## src/rtl/if2_pkg.sv

```systemverilog
// if2_pkg: shared definitions for the IF2 predecode stage.
//   br_type_t   - branch class reported to / compared with the predictor
//   OP_*        - major opcode values (IR[31:26]) recognised by predecode
//   off16_ext   - {imm16,2'b0} sign-extended (conditional branches, jirl)
//   off26_ext   - {imm26,2'b0} sign-extended (b, bl)
//   is_ret_form - jirl rd=0, rj=1 (function return)
package if2_pkg;

    typedef enum logic [1:0] {
        BR_NONE = 2'b00,
        BR_COND = 2'b01,   // conditional branches and plain b
        BR_CALL = 2'b10,   // bl
        BR_JIRL = 2'b11
    } br_type_t;

    localparam logic [5:0] OP_JIRL    = 6'h13;
    localparam logic [5:0] OP_B       = 6'h14;
    localparam logic [5:0] OP_BL      = 6'h15;
    localparam logic [5:0] OP_COND_LO = 6'h16;
    localparam logic [5:0] OP_COND_HI = 6'h1B;

    function automatic logic [31:0] off16_ext(input logic [15:0] imm16);
        return {{14{imm16[15]}}, imm16, 2'b00};
    endfunction

    // imm26 = {IR[9:0], IR[25:10]}
    function automatic logic [31:0] off26_ext(input logic [25:0] imm26);
        return {{4{imm26[25]}}, imm26, 2'b00};
    endfunction

    // rj_rd = IR[9:0]
    function automatic logic is_ret_form(input logic [9:0] rj_rd);
        return (rj_rd[4:0] == 5'd0) && (rj_rd[9:5] == 5'd1);
    endfunction

endpackage

```

## src/rtl/if2_ras.sv

```systemverilog
// if2_ras: circular return-address stack.
//   clk, rst   - clock, synchronous active-high reset (clears pointer/count)
//   push       - write push_data on top; when full the oldest entry is lost
//   push_data  - return address to push
//   pop        - drop top entry; ignored when empty
//   top        - current top entry (meaningless while empty)
//   empty      - no valid entries
module if2_ras #(
    parameter int DEPTH = 8
) (
    input  logic        clk,
    input  logic        rst,
    input  logic        push,
    input  logic [31:0] push_data,
    input  logic        pop,
    output logic [31:0] top,
    output logic        empty
);
    localparam int PW = $clog2(DEPTH);

    logic [31:0] mem [DEPTH];
    logic [PW-1:0] ptr;     // next free slot; top lives at ptr-1
    logic [PW:0]   cnt;

    assign empty = (cnt == '0);
    assign top   = mem[ptr - PW'(1)];

    always_ff @(posedge clk) begin
        if (rst) begin
            ptr <= '0;
            cnt <= '0;
        end else if (push) begin
            // Wrapping the pointer overwrites the oldest entry once full.
            mem[ptr] <= push_data;
            ptr      <= ptr + PW'(1);
            if (cnt != (PW+1)'(DEPTH))
                cnt <= cnt + (PW+1)'(1);
        end else if (pop && !empty) begin
            ptr <= ptr - PW'(1);
            cnt <= cnt - (PW+1)'(1);
        end
    end

endmodule

```

## src/rtl/if2_predecode_stage.sv

```systemverilog
// if2_predecode_stage: IF2 pipeline register with branch predecode.
// Scans the fetch group for the first taken control transfer, computes the
// next-fetch PC, compares it with the predictor's guess and raises a
// one-cycle redirect on disagreement.
//   in_*            - fetch group + predictor info (valid/ready handshake)
//   out_*           - registered group, truncated mask, decided type/target
//   redirect_o/_pc  - one-cycle front-end redirect
//   flush_i         - backend flush, dominates everything but rst
// Optional macro IF2_RAS_EN: adds an if2_ras return-address stack used to
// predict return-form jirl targets.
module if2_predecode_stage #(
    parameter int FETCH_WIDTH = 2,
    parameter int RAS_DEPTH   = 8
) (
    input  logic                                  clk,
    input  logic                                  rst,
    input  logic                                  in_valid,
    output logic                                  in_ready,
    input  logic [31:0]                           in_pc,
    input  logic [32*FETCH_WIDTH-1:0]             in_ir,
    input  logic [FETCH_WIDTH-1:0]                in_mask,
    input  logic [1:0]                            in_pred_type,
    input  logic [$clog2(FETCH_WIDTH):0]          in_pred_slot,
    input  logic [31:0]                           in_pred_pc,
    input  logic                                  flush_i,
    output logic                                  out_valid,
    input  logic                                  out_ready,
    output logic [31:0]                           out_pc,
    output logic [32*FETCH_WIDTH-1:0]             out_ir,
    output logic [FETCH_WIDTH-1:0]                out_mask,
    output logic [1:0]                            out_type,
    output logic [31:0]                           out_target,
    output logic                                  redirect_o,
    output logic [31:0]                           redirect_pc
);
    import if2_pkg::*;

    localparam int SLOT_W = $clog2(FETCH_WIDTH) + 1;

    if (!(FETCH_WIDTH == 1 || FETCH_WIDTH == 2 || FETCH_WIDTH == 4) ||
        RAS_DEPTH < 4 || RAS_DEPTH > 16 || (RAS_DEPTH & (RAS_DEPTH - 1)) != 0) begin : g_bad_cfg
        $error("if2_predecode_stage: illegal FETCH_WIDTH or RAS_DEPTH");
    end

    // ---------------- per-slot decode ----------------
    logic [FETCH_WIDTH-1:0][1:0]  slot_type;
    logic [FETCH_WIDTH-1:0][31:0] slot_rel;    // slot PC + offset
    logic [FETCH_WIDTH-1:0]       slot_take;
`ifdef IF2_RAS_EN
    logic [FETCH_WIDTH-1:0]       slot_ret;
    logic [FETCH_WIDTH-1:0][31:0] slot_link;   // slot PC + 4
`endif

    for (genvar i = 0; i < FETCH_WIDTH; i++) begin : g_slot
        logic [31:0] ir, pc, off;
        logic [5:0]  op;
        logic        is_cond, is_b, is_bl, is_jirl;

        assign ir      = in_ir[32*i +: 32];
        assign op      = ir[31:26];
        assign pc      = in_pc + 32'(4*i);
        assign is_cond = (op >= OP_COND_LO) && (op <= OP_COND_HI);
        assign is_b    = (op == OP_B);
        assign is_bl   = (op == OP_BL);
        assign is_jirl = (op == OP_JIRL);
        assign off     = (is_b || is_bl) ? off26_ext({ir[9:0], ir[25:10]})
                                         : off16_ext(ir[25:10]);

        assign slot_rel[i]  = pc + off;
        assign slot_type[i] = is_jirl ? BR_JIRL :
                              is_bl   ? BR_CALL :
                              (is_b || is_cond) ? BR_COND : BR_NONE;
        // Backward conditionals are statically taken; forward ones only
        // when the predictor pointed at this slot.
        assign slot_take[i] = in_mask[i] && (is_b || is_bl || is_jirl ||
                              (is_cond && (off[31] || in_pred_slot == SLOT_W'(i))));
`ifdef IF2_RAS_EN
        assign slot_ret[i]  = is_jirl && is_ret_form(ir[9:0]);
        assign slot_link[i] = pc + 32'd4;
`endif
    end

    // ---------------- taken-slot select ----------------
    logic              hit;
    logic [SLOT_W-1:0] sel, last;
    logic [1:0]        hit_type;
    logic [31:0]       hit_rel;
`ifdef IF2_RAS_EN
    logic              hit_ret;
    logic [31:0]       hit_link;
`endif
    logic [FETCH_WIDTH-1:0] mask_d;

    always_comb begin
        hit      = 1'b0;
        sel      = '0;
        last     = '0;
        hit_type = BR_NONE;
        hit_rel  = '0;
`ifdef IF2_RAS_EN
        hit_ret  = 1'b0;
        hit_link = '0;
`endif
        // Descending scan so the lowest taken slot wins.
        for (int i = FETCH_WIDTH - 1; i >= 0; i--) begin
            if (slot_take[i]) begin
                hit      = 1'b1;
                sel      = SLOT_W'(i);
                hit_type = slot_type[i];
                hit_rel  = slot_rel[i];
`ifdef IF2_RAS_EN
                hit_ret  = slot_ret[i];
                hit_link = slot_link[i];
`endif
            end
        end
        for (int i = 0; i < FETCH_WIDTH; i++) begin
            if (in_mask[i])
                last = SLOT_W'(i);
            mask_d[i] = in_mask[i] && (!hit || SLOT_W'(i) <= sel);
        end
    end

    // ---------------- return-address stack ----------------
    logic        capture;
    logic        ras_use;
    logic [31:0] ras_top;

`ifdef IF2_RAS_EN
    logic ras_empty;

    assign ras_use = hit && (hit_type == BR_JIRL) && hit_ret && !ras_empty;

    if2_ras #(.DEPTH(RAS_DEPTH)) u_ras (
        .clk       (clk),
        .rst       (rst),
        .push      (capture && hit && (hit_type == BR_CALL)),
        .push_data (hit_link),
        .pop       (capture && ras_use),
        .top       (ras_top),
        .empty     (ras_empty)
    );
`else
    assign ras_use = 1'b0;
    assign ras_top = in_pred_pc;
`endif

    // ---------------- decision / compare ----------------
    logic [31:0] tgt_d;
    logic [1:0]  type_d;
    logic        mis_d;

    always_comb begin
        type_d = hit ? hit_type : BR_NONE;
        if (!hit)
            tgt_d = (in_mask == '0) ? in_pc : in_pc + ((32'(last) + 32'd1) << 2);
        else if (hit_type == BR_JIRL)
            tgt_d = ras_use ? ras_top : in_pred_pc;
        else
            tgt_d = hit_rel;

        // An empty group never redirects; a jirl resolved by the predictor
        // itself has nothing better to compare against.
        if (!hit)
            mis_d = (in_mask != '0) && (in_pred_type != BR_NONE);
        else if (hit_type == BR_JIRL && !ras_use)
            mis_d = 1'b0;
        else
            mis_d = (hit_type != in_pred_type) || (sel != in_pred_slot) ||
                    (tgt_d != in_pred_pc);
    end

    // ---------------- pipeline register ----------------
    assign in_ready    = rst || !out_valid || out_ready;
    // Wrong-path groups arriving during a redirect are dropped.
    assign capture     = in_valid && in_ready && !redirect_o && !flush_i && !rst;
    assign redirect_pc = out_target;

    always_ff @(posedge clk) begin
        if (rst) begin
            out_valid  <= 1'b0;
            redirect_o <= 1'b0;
            out_pc     <= '0;
            out_ir     <= '0;
            out_mask   <= '0;
            out_type   <= BR_NONE;
            out_target <= '0;
        end else if (flush_i) begin
            out_valid  <= 1'b0;
            redirect_o <= 1'b0;
        end else if (capture) begin
            out_valid  <= 1'b1;
            redirect_o <= mis_d;
            out_pc     <= in_pc;
            out_ir     <= in_ir;
            out_mask   <= mask_d;
            out_type   <= type_d;
            out_target <= tgt_d;
        end else begin
            redirect_o <= 1'b0;
            if (out_ready)
                out_valid <= 1'b0;
        end
    end

endmodule
```

## config.mk

```make
export PLATFORM = sky130hd
export DESIGN_NAME = if2_predecode_stage
export DESIGN_NICKNAME = d
export VERILOG_FILES = /design/src/rtl/if2_pkg.sv /design/src/rtl/if2_ras.sv /design/src/rtl/if2_predecode_stage.sv
export SDC_FILE = /design/constraint.sdc
export NUM_CORES = 1
export LEC_CHECK = 0
export ABC_AREA = 1
export CAP_MARGIN = 20
export CORE_MARGIN = 1
export CORE_UTILIZATION = 51
export CTS_CLUSTER_SIZE = 25
export DETAILED_ROUTE_END_ITERATION = 10
export HOLD_SLACK_MARGIN = 0.1
export PLACE_DENSITY_LB_ADDON = 0.08
export SYNTH_ARGS = -nofsm -noshare
export SYNTH_HDL_FRONTEND = slang
export SYNTH_SLANG_ARGS = --single-unit
```

## constraint.sdc

```tcl
create_clock -name clk -period 4.8 [get_ports clk]
set_input_delay 0.96 -clock clk [delete_from_list [all_inputs] [get_ports clk]]
set_output_delay 0.96 -clock clk [all_outputs]
set_load 0.005 [all_outputs]
```

==> impl_metrics.yaml, run 1 <==
power:
  finalPower_uw: 4230
  leakagePower_uw: 0.00826
  powerDensity_nw_per_um2: 244
  ir_worst_vdd_mv: 0.268
sta:
  relSlewSlack_pct: 42.2
  timing.final.ws_setup_ns: 0.269
  hold_viol: 0
  slew_violations: 0
  rsz0062_at_grt: "false"
  setup_viol: 0
  worstMarginPinSlew_ns: 0.861
  fmax_mhz: 221
  fin_setup_tns_ns: 0
  clock-skew-final_ns: 0.0191
  period_minus_slack_ns: 4.53
  post-route-period-util_pct: 94.4
synth:
  synth_cells: 2116
  synth_top_area_share_pct: 22.5
  yosys_register_bits: 134
  yosys_warnings: 0
  synth_top_area_cell: "nand2_1"
  yosysUniqueCellTypes: 42
  synth_area_um2: 12300
  syn-mean-instance-area_um2: 5.81
  synth_area_leaders: "nand2_1 (23%), dfxtp_1 (22%), ha_1 (9.0%)"
  synth_fp_nets: 2346
  async_flop_share_pct: 0
  synth_ff_type: "dfxtp_1"
  ys_seq_area_share_pct: 21.8
  synth_edf_count: 0
cells_and_area:
  drive_above_1_share_pct: 10.8
  final_cell_mix: "nand2_1 (733), clkdlybuf4s50_1 (303), inv_1 (248), a21oi_1 (210), buf_4 (176)"
  area_growth_pct: 41.2
  nFillCells: 1856
  fin_area_um2: 17400
  final_common_cell: "nand2_1"
  n_antenna_cell: 0
  nets: 2752
setup_path:
  max_stage_delay_ns: 0.40
  r2r-end: "out_type[1]"
  critPathArrivalTime_ns: 4.81
  critPathMaxFanout: 8
  cp.required_ns: 5.08
  end_kind: "flip-flop"
  rr_worst_depth: 6
  slowest_stage: "clkdlybuf4s50_1"
  rrSetupSlack_ns: 2.55
  startpoint_type: "primary input"
  path_class: "primary input to flip-flop"
  cp_common_cell: "nand2_1"
  r2r-start: "redirect_o"
min_path:
  min_to: "out_ir[23]"
  min_path_cells: 2
  hold_class: "flip-flop to flip-flop"
  min_from: "out_ir[23]"
cts:
  cts_root_buf: "clkbuf_16"
  cts_sinks: 134
  cts_inserted_buffers: 17
  cts.clk_slew.worst_paths_ns: 0.09
  cts.hold.buffers_added: 0
  post_cts_buffers: 0
  clk_latency_ns: 0.45
  cts_max_path_buffers: 2
  cts_tree: "yes"
  h-tree-depth: 4
routing:
  wirelength_um: 57600
  viasPerCell: 5.74
  postRouteAntennaNets: 0
  routed-via-count: 16400
  dr_wl_met2_um: 25500
  first_pass_iters: 9
  routedWlPerCell_um: 20.2
  met3_length_um: 6430
  top_layer_used: "met4"
  detail_route.iter0.violations: 1737
  wl_met1_um: 20700
  drc_errors: 0
die:
  rows: 56
  initial_core_util_pct: 52.2
  dieWidth_um: 157
  coreArea_um2: 23500
  die-area_um2: 24700
  ioPinCount: 306
  die_h_um: 157
run:
  drv_cap: 0
global_routing:
  grt-ovfl-total: 0
  grt_antenna_before_repair: 0
  grt_max_degree: 82
  track_usage_pct: 45.4
  grt_pass1_vias: 15400
  grt_pass1_wl_um: 83700
placed_design:
  dpl-instance-area_um2: 16600
  dp_slack_ns: -0.440
  gp_congestion: 1.08
  port_buffers: 305
  dpl.hpwl_um: 45600
outcome:
  outcome: "completed"
-- synth_stat cells (4+ instances only) --
| master | instances |
|---|---|
| xor2_1 | 16 |
| nor2_4 | 4 |
| nand2_1 | 738 |
| a21oi_1 | 217 |
| dfxtp_1 | 134 |
| nand4_1 | 44 |
| nor3_1 | 22 |
| o21ai_0 | 100 |
| buf_2 | 7 |
| or2_2 | 11 |
| o211ai_1 | 11 |
| ha_1 | 88 |
| and2_1 | 5 |
| inv_1 | 249 |
| nand3_1 | 132 |
| nor2_1 | 175 |
| xnor2_1 | 22 |
| nand2_2 | 5 |
| nand3b_1 | 9 |
| buf_4 | 36 |
| clkbuf_1 | 49 |
| o21bai_1 | 9 |
-- flip-flops by register name, summed over array words and instances, names as in the netlist --
| signal | cells |
|---|---|
| out_valid | 1 |
| out_target | 32 |
| out_pc | 32 |
| out_ir | 64 |
| out_mask | 2 |
| redirect_o | 1 |
| out_type | 2 |
-- through the flow --
stage | hold WS, ns | cells | util [%]
4_1_cts | 0.468 | 2854 | 73.0
6_report | 0.467 | 2854 | 73.7
2_1_floorplan | 0.462 | 2116 | -
3_5_place_dp | 0.458 | 2822 | 70.4
5_1_grt | 0.494 | 2854 | 73.7
3_3_place_gp | 0.452 | 2822 | 70.4
-- logic make-up (layout without fill, tap and decap cells) --
family          after synthesis  count (layout)  synth area share, %
xor+xnor                     38              38                 2.71
simple gates               1156            1156                 39.1
flops                       134             134                 21.8
fa+ha+maj                    91              91                 9.45
compound gates              348             348                 14.9
buf+inv                     349             768                 12.0
-- what timing repair did --
action	CTS	global route
pin swaps	0	1
resized for setup	1	33
endpoints found under the setup margin	1	1
-- layer usage --
layer  track usage, %  vias to the layer above
met2             72.8                     1097
met3             10.9                      302
met4             35.5                        0
li1                 -                     7609
met5                0                        -
met1             51.9                     7384
-- power breakdown --
group	switching [uW]	internal, uW	total, uW	leakage (uW)
Combinational	932	696	1630	0.00688
Clock	672	742	1410	0.000287
Sequential	29.6	1160	1190	0.00109
-- worst max-delay path by stage --
| stage | cells past startpoint | slack, ns | end | start |
|---|---|---|---|---|
| CTS | 32 | 0.004 | redirect_o | in_ir[62] |
| finish | 32 | 0.27 | redirect_o | in_ir[63] |
| global route | 32 | 0.003 | redirect_o | in_ir[63] |
| floorplan | 32 | 0.79 | redirect_o | in_ir[63] |
| detailed placement | 28 | -0.44 | redirect_o | in_ir[62] |
| global placement | 28 | -0.28 | redirect_o | in_ir[62] |
-- final cells by class --
| class | count | area (um^2) | area share [%] |
|---|---|---|---|
| well taps | 319 | 399 | 2.30 |
| clock buffers | 17 | 425 | 2.45 |
| multi-input cells | 1633 | 8320 | 47.9 |
| flip-flops and latches | 134 | 2680 | 15.5 |
| clock inverters | 15 | 166 | 0.959 |
| repair buffers | 483 | 4410 | 25.4 |
| inverters | 253 | 955 | 5.50 |
-- critical path, delay by kind of cell --
family / cells / cell delay, ns
fa+ha+maj: 2 / 0.65
compound gates: 1 / 0.05
buf+inv: 4 / 0.88
simple gates: 25 / 2.27
No activity file was read; power rests on OpenSTA's default activity.
==> inputs of run 2 (changes only) <==
Settings changed: CORE_UTILIZATION 51 to 30, CTS_BUF_LIST from default to sky130_fd_sc_hd__clkbuf_8.
==> run 2 against run 1 <==
Maximum frequency up 1.4%. Die area up 69%. Core utilization down 29 points. Sequential power about the same. Cell area up 2.4%. Hold slack better by 0.00089 ns. Clock power down 22%. Sequential share of layout area down 0.37 points. Cell count up 8.5%. Critical path type unchanged. Largest cell class unchanged.
==> impl_metrics.yaml, run 2 (synthesized netlist as in run 1, its figures left out) <==
outcome:
  outcome: "completed"
setup_path:
  end_kind: "flip-flop"
  slowest_stage: "clkdlybuf4s50_1"
  critPathArrivalTime_ns: 4.84
  max_stage_delay_ns: 0.43
  critPathMaxFanout: 11
  cp_common_cell: "nand2_1"
  path_class: "primary input to flip-flop"
  cp.required_ns: 5.17
  startpoint_type: "primary input"
routing:
  wl_met1_um: 27000
  wirelength_um: 60200
  routedWlPerCell_um: 19.4
  viasPerCell: 4.87
  first_pass_iters: 5
  met3_length_um: 2540
  routed-via-count: 15100
  top_layer_used: "met5"
  postRouteAntennaNets: 0
  detail_route.iter0.violations: 946
  drc_errors: 0
  dr_wl_met2_um: 29000
global_routing:
  grt_pass1_vias: 14400
  grt_max_degree: 82
  grt_pass1_wl_um: 87200
  track_usage_pct: 28.4
  grt-ovfl-total: 0
  grt_antenna_before_repair: 2
cts:
  cts_root_buf: "clkbuf_8"
  cts_max_path_buffers: 2
  clk_latency_ns: 0.51
  cts_sinks: 134
  cts.clk_slew.worst_paths_ns: 0.10
  h-tree-depth: 4
  cts.hold.buffers_added: 0
  post_cts_buffers: 0
  cts_inserted_buffers: 17
  cts_tree: "yes"
placed_design:
  dpl-instance-area_um2: 17200
  dp_cells: 3065
  dpl.hpwl_um: 50900
  port_buffers: 305
  gp_congestion: 1.01
sta:
  hold_viol: 0
  worstMarginPinSlew_ns: 0.874
  fin_setup_tns_ns: 0
  rsz0062_at_grt: "false"
  relSlewSlack_pct: 41.7
  fmax_mhz: 224
  timing.hold.ws_ns: 0.468
  period_minus_slack_ns: 4.47
  post-route-period-util_pct: 93.1
  setup_viol: 0
  slew_violations: 0
  clock-skew-final_ns: 0.0283
cells_and_area:
  area_growth_pct: 44.7
  drive_above_1_share_pct: 12.1
  nets: 2789
  register_area_um2: 2680
  final_cell_mix: "nand2_1 (731), clkdlybuf4s50_1 (304), inv_1 (249), a21oi_1 (212), buf_4 (209)"
  top_regs: "out_ir: 64 flops, out_pc: 32 flops, out_target: 32 flops"
  final_cells: 3097
  nFillCells: 4378
  fin_area_um2: 17800
  largest_reg_flops: 64
  multiInputGateArea_um2: 8320
  final_common_cell: "nand2_1"
  regMostFlops: "out_ir"
run:
  drv_cap: 0
die:
  ioPinCount: 306
  die_h_um: 204
  initial_core_util_pct: 30.6
  rows: 73
  die-area_um2: 41800
  coreArea_um2: 40100
  dieWidth_um: 204
power:
  leakagePower_uw: 0.00838
  ir_worst_vdd_mv: 0.275
  powerDensity_nw_per_um2: 221
min_path:
  hold_class: "flip-flop to flip-flop"
==> run 2: area by class of cell <==
class | instances | area share, %
well taps | 525 | 3.69
clock buffers | 19 | 1.47
inverters | 253 | 5.37
repair buffers | 520 | 26.6
flip-flops and latches | 134 | 15.1
clock inverters | 12 | 0.992
multi-input cells | 1633 | 46.8
diodes | 1 | 0.0141
==> run 2: report_power, final <==
group | internal [uW] | switching (uW) | leakage, uW
Combinational | 730 | 907 | 0.00706
Clock | 591 | 510 | 0.000229
Sequential | 1160 | 28.6 | 0.00109
Total | 2480 | 1450 | 0.00838
==> run 2: metrics by stage <==
stage	worst slack (ns)	util, %	power [uW]
floorplan	0.789	-	2010
global placement	-0.457	42.8	2800
detailed placement	-0.448	42.8	2800
CTS	0.114	43.9	3920
global route	0.0163	44.3	4160
finish	0.331	44.3	3920
==> run 2: final timing paths <==
kind,cells past startpoint,start,slack [ns],end
max,32,in_ir[61],0.33,redirect_o
min,2,out_ir[7],0.47,out_ir[7]
max reg2reg,6,redirect_o,2.72,out_target[12]
min reg2reg,2,out_ir[7],0.47,out_ir[7]
==> run 2: per-layer routing <==
layer	vias to the layer above	GRT usage, %
met5	-	0
met4	2	8.96
met3	61	3.49
met2	367	49.2
met1	6998	36.2
li1	7655	-
==> run 2: repair_timing <==
item                       CTS  global route
resized for setup            0            42
hold endpoints to repair     0             0
setup endpoints to repair    0             1
==> run 2: critical path: cells and delay by family <==
family / cells / cell delay (ns)
AOI/OAI and AO/OA: 1 / 0.05
adders and majority gates: 2 / 0.51
buffers and inverters: 4 / 0.77
and+or+nand+nor: 25 / 2.50
